[config.mk]
export PLATFORM = sky130hd
export DESIGN_NAME = decode_regfile_sb
export DESIGN_NICKNAME = d
export VERILOG_FILES = /design/src/rtl/decode_regfile_sb.sv
export SDC_FILE = /design/constraint.sdc
export NUM_CORES = 2
export LEC_CHECK = 0
export ABC_CLOCK_PERIOD_IN_PS = 4700
export CAP_MARGIN = 20
export CORE_ASPECT_RATIO = 1.75
export CORE_UTILIZATION = 45
export CTS_BUF_LIST = sky130_fd_sc_hd__clkbuf_16
export DETAILED_ROUTE_END_ITERATION = 16
export PLACE_DENSITY = 0.71
export SLEW_MARGIN = 0
export SYNTH_ARGS = -nofsm -noshare
export SYNTH_HDL_FRONTEND = slang
export SYNTH_SLANG_ARGS = --single-unit
[constraint.sdc]
create_clock -name CLK -period 4.7 [get_ports CLK]
set_clock_uncertainty 0.2 [all_clocks]
set_input_delay 0.94 -clock CLK [delete_from_list [all_inputs] [get_ports CLK]]
set_output_delay 0.94 -clock CLK [all_outputs]
set_load 0.02 [all_outputs]
[src/rtl/decode_regfile_sb.sv]
// Register file with write bypass and a per-register pending-write scoreboard.
// Decode uses hazard/iss_ready to stall; writeback retires pending writes.
module decode_regfile_sb #(
  parameter int DATA_W  = 32,
  parameter int NREGS   = 32,
  parameter int NRD     = 2,
  parameter int MAXPEND = 3,
  localparam int AW     = $clog2(NREGS),
  localparam int CW     = $clog2(MAXPEND + 1)
) (
  input  logic                  CLK,
  input  logic                  nRST,
  input  logic                  WEN,
  input  logic [AW-1:0]         wsel,
  input  logic [DATA_W-1:0]     wdat,
  input  logic [NRD*AW-1:0]     rsel,
  output logic [NRD*DATA_W-1:0] rdat,
  output logic [NRD-1:0]        hazard,
  input  logic                  iss_en,
  input  logic [AW-1:0]         iss_sel,
  output logic                  iss_ready,
  input  logic                  flush,
  output logic                  idle
);

  logic [DATA_W-1:0] regs     [NREGS];
  logic [CW-1:0]     pend     [NREGS];
  logic [CW-1:0]     pend_nxt [NREGS];

  logic wr_vld;
  logic iss_go;

  assign wr_vld    = WEN && (wsel != '0);
  // Readiness ignores a same-cycle retirement on purpose: it keeps the
  // issue path independent of the writeback timing.
  assign iss_ready = (iss_sel == '0) || (pend[iss_sel] < CW'(MAXPEND));
  assign iss_go    = iss_en && iss_ready && (iss_sel != '0);

  always_comb begin
    for (int r = 0; r < NREGS; r++) begin
      logic inc;
      logic dec;
      pend_nxt[r] = pend[r];
      inc = iss_go && (iss_sel == AW'(r));
      dec = wr_vld && (wsel == AW'(r)) && (pend[r] != '0);
      if (r == 0 || flush)
        pend_nxt[r] = '0;
      else if (inc && !dec)
        pend_nxt[r] = pend[r] + CW'(1);
      else if (dec && !inc)
        pend_nxt[r] = pend[r] - CW'(1);
    end
  end

  always_ff @(posedge CLK) begin
    if (!nRST) begin
      for (int r = 0; r < NREGS; r++) begin
        regs[r] <= '0;
        pend[r] <= '0;
      end
    end else begin
      if (wr_vld)
        regs[wsel] <= wdat;
      for (int r = 0; r < NREGS; r++)
        pend[r] <= pend_nxt[r];
    end
  end

  always_comb begin
    rdat   = '0;
    hazard = '0;
    for (int i = 0; i < NRD; i++) begin
      logic [AW-1:0] sel;
      logic          byp;
      sel = rsel[i*AW +: AW];
      byp = wr_vld && (wsel == sel);
      if (sel == '0)
        rdat[i*DATA_W +: DATA_W] = '0;
      else if (byp)
        rdat[i*DATA_W +: DATA_W] = wdat;
      else
        rdat[i*DATA_W +: DATA_W] = regs[sel];
      // The last outstanding write landing this cycle is forwarded, so no stall.
      hazard[i] = (sel != '0) && (pend[sel] != '0) &&
                  !(byp && (pend[sel] == CW'(1)));
    end
  end

  always_comb begin
    idle = 1'b1;
    for (int r = 0; r < NREGS; r++)
      if (pend[r] != '0)
        idle = 1'b0;
  end

endmodule

# Word-level counts from Yosys, hierarchy flattened
# Memory sizes are Yosys's and may differ from the RTL's.
# Cells that the tools add are included.
[totals]
register_bits = 0
ram_bits = 1088
in_bits = 57
output_inout_bits = 68
elab_cells = 605
n_memories = 2
[classes]
addsub = 62
magnitude_cmp = 1
n_eq_ne = 66
muxes = 169
n_bitwise = 32
reduce_logical = 273
[mem_list]
columns = ["name", "words", "width", "read_ports", "rd_clocked_by_memory_dff", "write_ports", "line", "rtl"]
rows = [
  ["regs", 32, 32, 2, 0, 32, "26", "logic [DATA_W-1:0] regs [NREGS];"],
  ["pend", 32, 2, 35, 0, 32, "27", "logic [CW-1:0] pend [NREGS];"],
]
[ops]
columns = ["operator", "n"]
rows = [
  ["two-way mux 2 bit", 125],
  ["logical AND 1 bit", 166],
  ["== test 5 bit, second input constant", 32],
  ["two-way mux 32 bit", 5],
  ["== test 5 x 4 -> 1 bit, second input constant", 16],
  ["nonzero test 2 bit", 34],
  ["logical NOT 1 bit", 64],
  ["adder 2 x 1 -> 2 bit, second input constant", 31],
  ["subtractor 2 x 1 -> 2 bit, second input constant", 31],
  ["== test 5 x 3 -> 1 bit, second input constant", 8],
  ["two-way mux 1 bit", 38],
  ["bitwise OR 1 bit", 32],
  ["OR reduction 32 bit", 1],
  ["== test 5 x 2 -> 1 bit, second input constant", 4],
  ["nonzero test 5 bit", 4],
  ["logical NOT 5 bit", 3],
  ["== test 5 x 1 -> 1 bit, second input constant", 2],
  ["== test 5 bit", 2],
  ["two-way mux 5 bit", 1],
  ["== test 2 x 1 -> 1 bit, second input constant", 2],
  ["less-than comparator 2 bit, second input constant", 1],
  ["logical OR 1 bit", 1],
]

# Logic depth before layout (Yosys ltp)
# An unclocked memory read counts as a cell.
[depth]
word_depth = 34
mapped_depth = 12
mapped_depth_nobuf = 10

# Worst setup path after synthesis
# Ideal clock, no wire load.
[synth_path]
path_type = "input to register"
startpoint = "input wsel[0]"
endpoint = "memory regs[12][0], enable pin"
setup_time_ns = 0.466
arrival_ns = 4.198
required_time_ns = 4.034
path_slack_ns = -0.163
path_stages = 5
n_path_buf = 2
cell_sequence = "buf_2 -> nor4b_4 -> nand2_1 -> buf_2 -> o21ai_0"
[synth_lines]
columns = ["element", "line", "rtl"]
rows = [
  ["from (decl)", "14", "input logic [AW-1:0] wsel,"],
  ["to (decl)", "26", ""],
]

# Worst setup path after layout
[layout_path]
startpoint = "input rsel[5]"
endpoint = "output rdat[40]"
[layout_via]
elab_chain_cells = 4
word_cells_on_any_way = 6
cone_classes = "eq/ne: 1; mux: 2; reduce/logical: 2; memory: 1"
[layout_lines]
columns = ["element", "line", "rtl"]
rows = [
  ["from (decl)", "16", "input logic [NRD*AW-1:0] rsel,"],
  ["branches (longest 3 deep; another with memory (32 x 32 bit))", "-", ""],
  ["two-way mux 32 bit (*)", "77", "if (sel == '0)"],
  ["to (decl)", "17", "output logic [NRD*DATA_W-1:0] rdat,"],
]
# Mark *: on every way between the ends.

==> results.toml <==
[run_status]
status = "complete, but fails checks"
violations = "negative setup slack"

[cts]
tritoncts = "built"
htree_levels = 3
cts_root_buf = "clkbuf_16"
clkSlewWorstSetupHoldPaths_ns = 0.06
clk-insertion-delay-late_ns = 0.75
cts_made_buffers = 100
cts_num_sinks = 1086
cts_buffer_depth = 3
holdBufCountCts = 0

[timing]
fin_tns_setup_ns = -0.0933
rsz0062_at_grt = "no"
finalCritPeriodShare_pct = 102
hold_viol_final = 0
relSlewSlack_pct = 17.8
drv_slew = 0
setup_slack_ns = -0.0785
worstMarginPinSlew_ns = 1.23
setup_viol = 2
hold_ws_ns = 0.358
min_period_ns = 4.78
fmax_mhz = 209

[critical_path]
reg2reg_slack_ns = 1.62
startpoint_type = "input pin"
r2r-start = "pend[16][0]"
required_ns = 3.56
worstReg2RegEnd = "pend[17][1]"
critPathKind = "in -> out"
crit_path_max_fanout = 13
worst_r2r_path_depth = 9
cp-end-kind = "primary output"
arrival_ns = 3.64

[cells_and_area]
layout.nets = 4686
stdcell_area_sq_mm = 0.0705
fin_util_pct = 53.0
area_delta_synth_final_pct = 17.0
drive_gt1_share_pct = 27.9
instances_no_fill = 6403

[synthesis]
syn_area_per_cell_sq_um = 14.0
synth_area_leader_cell = "edfxtp_1"
netlist_top_cells_count = "edfxtp_1 (1024), and2_1 (995), mux4_2 (475)"
synth_seq_cells = 1086
synthDistinctLibCells = 77
yosysWarnings = 0
synth_top_area_share_pct = 51.0
synthArstFlopShare_pct = 0
yosysMostFrequentCell = "edfxtp_1"
ys.flop_type = "edfxtp_1"
netlist_top_cells_area = "edfxtp_1 (51%), mux4_2 (18%), and2_1 (10%), mux2i_1 (3.5%), dfxtp_1 (2.1%)"
synthCells = 4301
yosysSeqAreaShare_pct = 53.1
syn-cell-area_sq_mm = 0.0603
synth_edf_count = 1024

[place]
place_congestion = 1.01
placed_area_sq_mm = 0.0670
port_buffers = 124
place_ws_ns = -0.407
dp_cells = 6190
place_hpwl_um = 156000

[hold_path]
hold_class = "reg -> reg"
hold_depth = 2
hold_end = "pend[20][1]"
min_from = "pend[20][1]"

[detailed_routing]
wl_um = 237000
wl_per_cell_um = 37.0
vias = 44146
viasPerCell = 6.89
antenna_left = 0
initialDrtViolationCount = 7041
drc = 0
drt_first_pass_iters = 8

[grt]
track_usage_pct = 34.8
grt_pass1_vias = 44226
antenna_found_initial = 24
grt_max_degree = 57
grt_pass1_wl_um = 328000
overflow = 0

[die]
core_sq_mm = 0.133
num_rows = 177
dieArea_sq_mm = 0.135
initial_core_util_pct = 45.3
io_pins = 125
die_h_um = 486
die_w_um = 279

[power_and_ir_drop]
power.leakage_nw = 25.0
ir_drop_mv = 0.282
powerDensity_mw_per_mm2 = 333
power_mw = 23.5

[run]
drv_cap = 0
-- power breakdown --
| group | switching [mW] | total [mW] | internal [mW] |
|---|---|---|---|
| Combinational | 2.16 | 3.73 | 1.57 |
| Sequential | 0.281 | 11.4 | 11.1 |
| Clock | 3.89 | 8.40 | 4.51 |
-- cells in the final DEF, fill, tap and decap left out, types with 10 or more instances in the layout --
| cell | instances |
|---|---|
| nand3_1 | 22 |
| clkinv_2 | 26 |
| inv_1 | 16 |
| dfxtp_1 | 62 |
| o21ai_4 | 30 |
| o22ai_1 | 111 |
| nor2_1 | 114 |
| mux2i_1 | 211 |
| ha_1 | 31 |
| xor2_1 | 67 |
| mux2_2 | 16 |
| or3_1 | 42 |
| buf_4 | 433 |
| dlygate4sd2_1 | 24 |
| a21oi_1 | 64 |
| buf_12 | 100 |
| a211oi_1 | 41 |
| diode_2 | 20 |
| and2_1 | 995 |
| clkbuf_16 | 102 |
| conb_1 | 32 |
| nor4_1 | 19 |
| nand2_1 | 90 |
| o211ai_1 | 51 |
| edfxtp_1 | 1024 |
| nor2_4 | 33 |
| o21ai_0 | 47 |
| clkinv_1 | 23 |
| mux4_2 | 475 |
| a31oi_1 | 16 |
| nor3_1 | 12 |
| clkdlybuf4s50_1 | 49 |
| nor2b_1 | 17 |
| a221oi_1 | 37 |
| bufinv_16 | 10 |
| a22oi_1 | 18 |
| a32o_1 | 22 |
| nand2b_1 | 14 |
-- metal layers --
layer	track usage, %	wire [um]	vias to the layer above
met4	30.1	23900	10
met1	39.1	73300	22126
met2	54.8	110000	3789
met5	0	71	-
li1	-	-	17080
met3	9.57	29900	1141
-- registers in the layout, indices dropped and copies added, names as in the netlist --
register	count
regs	1024
pend	62
-- kinds of logic after synthesis --
group                      synth area share [%]
muxes                                      21.6
AOI/OAI and AO/OA                          5.94
DFF                                        53.1
and+or+nand+nor                            13.8
adders and majority gates                 0.644
buffers and inverters                      3.84
xor gates and xnor gates                   1.05
other                                   0.00622
-- critical path, cell delays in order --
cell and delay (ns):
buf_8 0.16, buf_12 0.20, buf_12 0.18, buf_4 0.23, mux2i_1 0.10, a221oi_1 0.58
a21o_1 0.20, o311ai_0 0.23, buf_4 0.23, a31oi_1 0.34, buf_4 0.22
-- how the worst max path moves through the flow --
stage | startpoint | endpoint | depth (start not counted)
2_1_floorplan | wsel[0] | regs[12][0] | 5
3_3_place_gp | wsel[2] | rdat[36] | 10
3_5_place_dp | wsel[2] | rdat[36] | 10
4_1_cts | wsel[4] | rdat[19] | 13
5_1_grt | rsel[5] | rdat[49] | 10
6_report | rsel[5] | rdat[40] | 11
-- repair_timing --
action,4_1_cts,5_1_grt
pin swaps,4,6
hold endpoints to repair,0,0
gates resized for setup,44,17
setup endpoints to repair,26,24
buffers inserted,2,4
-- area by class of cell --
| class | count | area, sq um |
|---|---|---|
| antenna | 20 | 50.0 |
| clock buffer | 102 | 2550 |
| tap | 1700 | 2130 |
| fill | 10741 | 62400 |
| multi-input combinational | 2775 | 26800 |
| inverter | 6 | 22.5 |
| clock inverter | 85 | 701 |
| sequential | 1086 | 32000 |
| timing repair buffer | 629 | 6260 |
(Power assumes the default switching activity.)
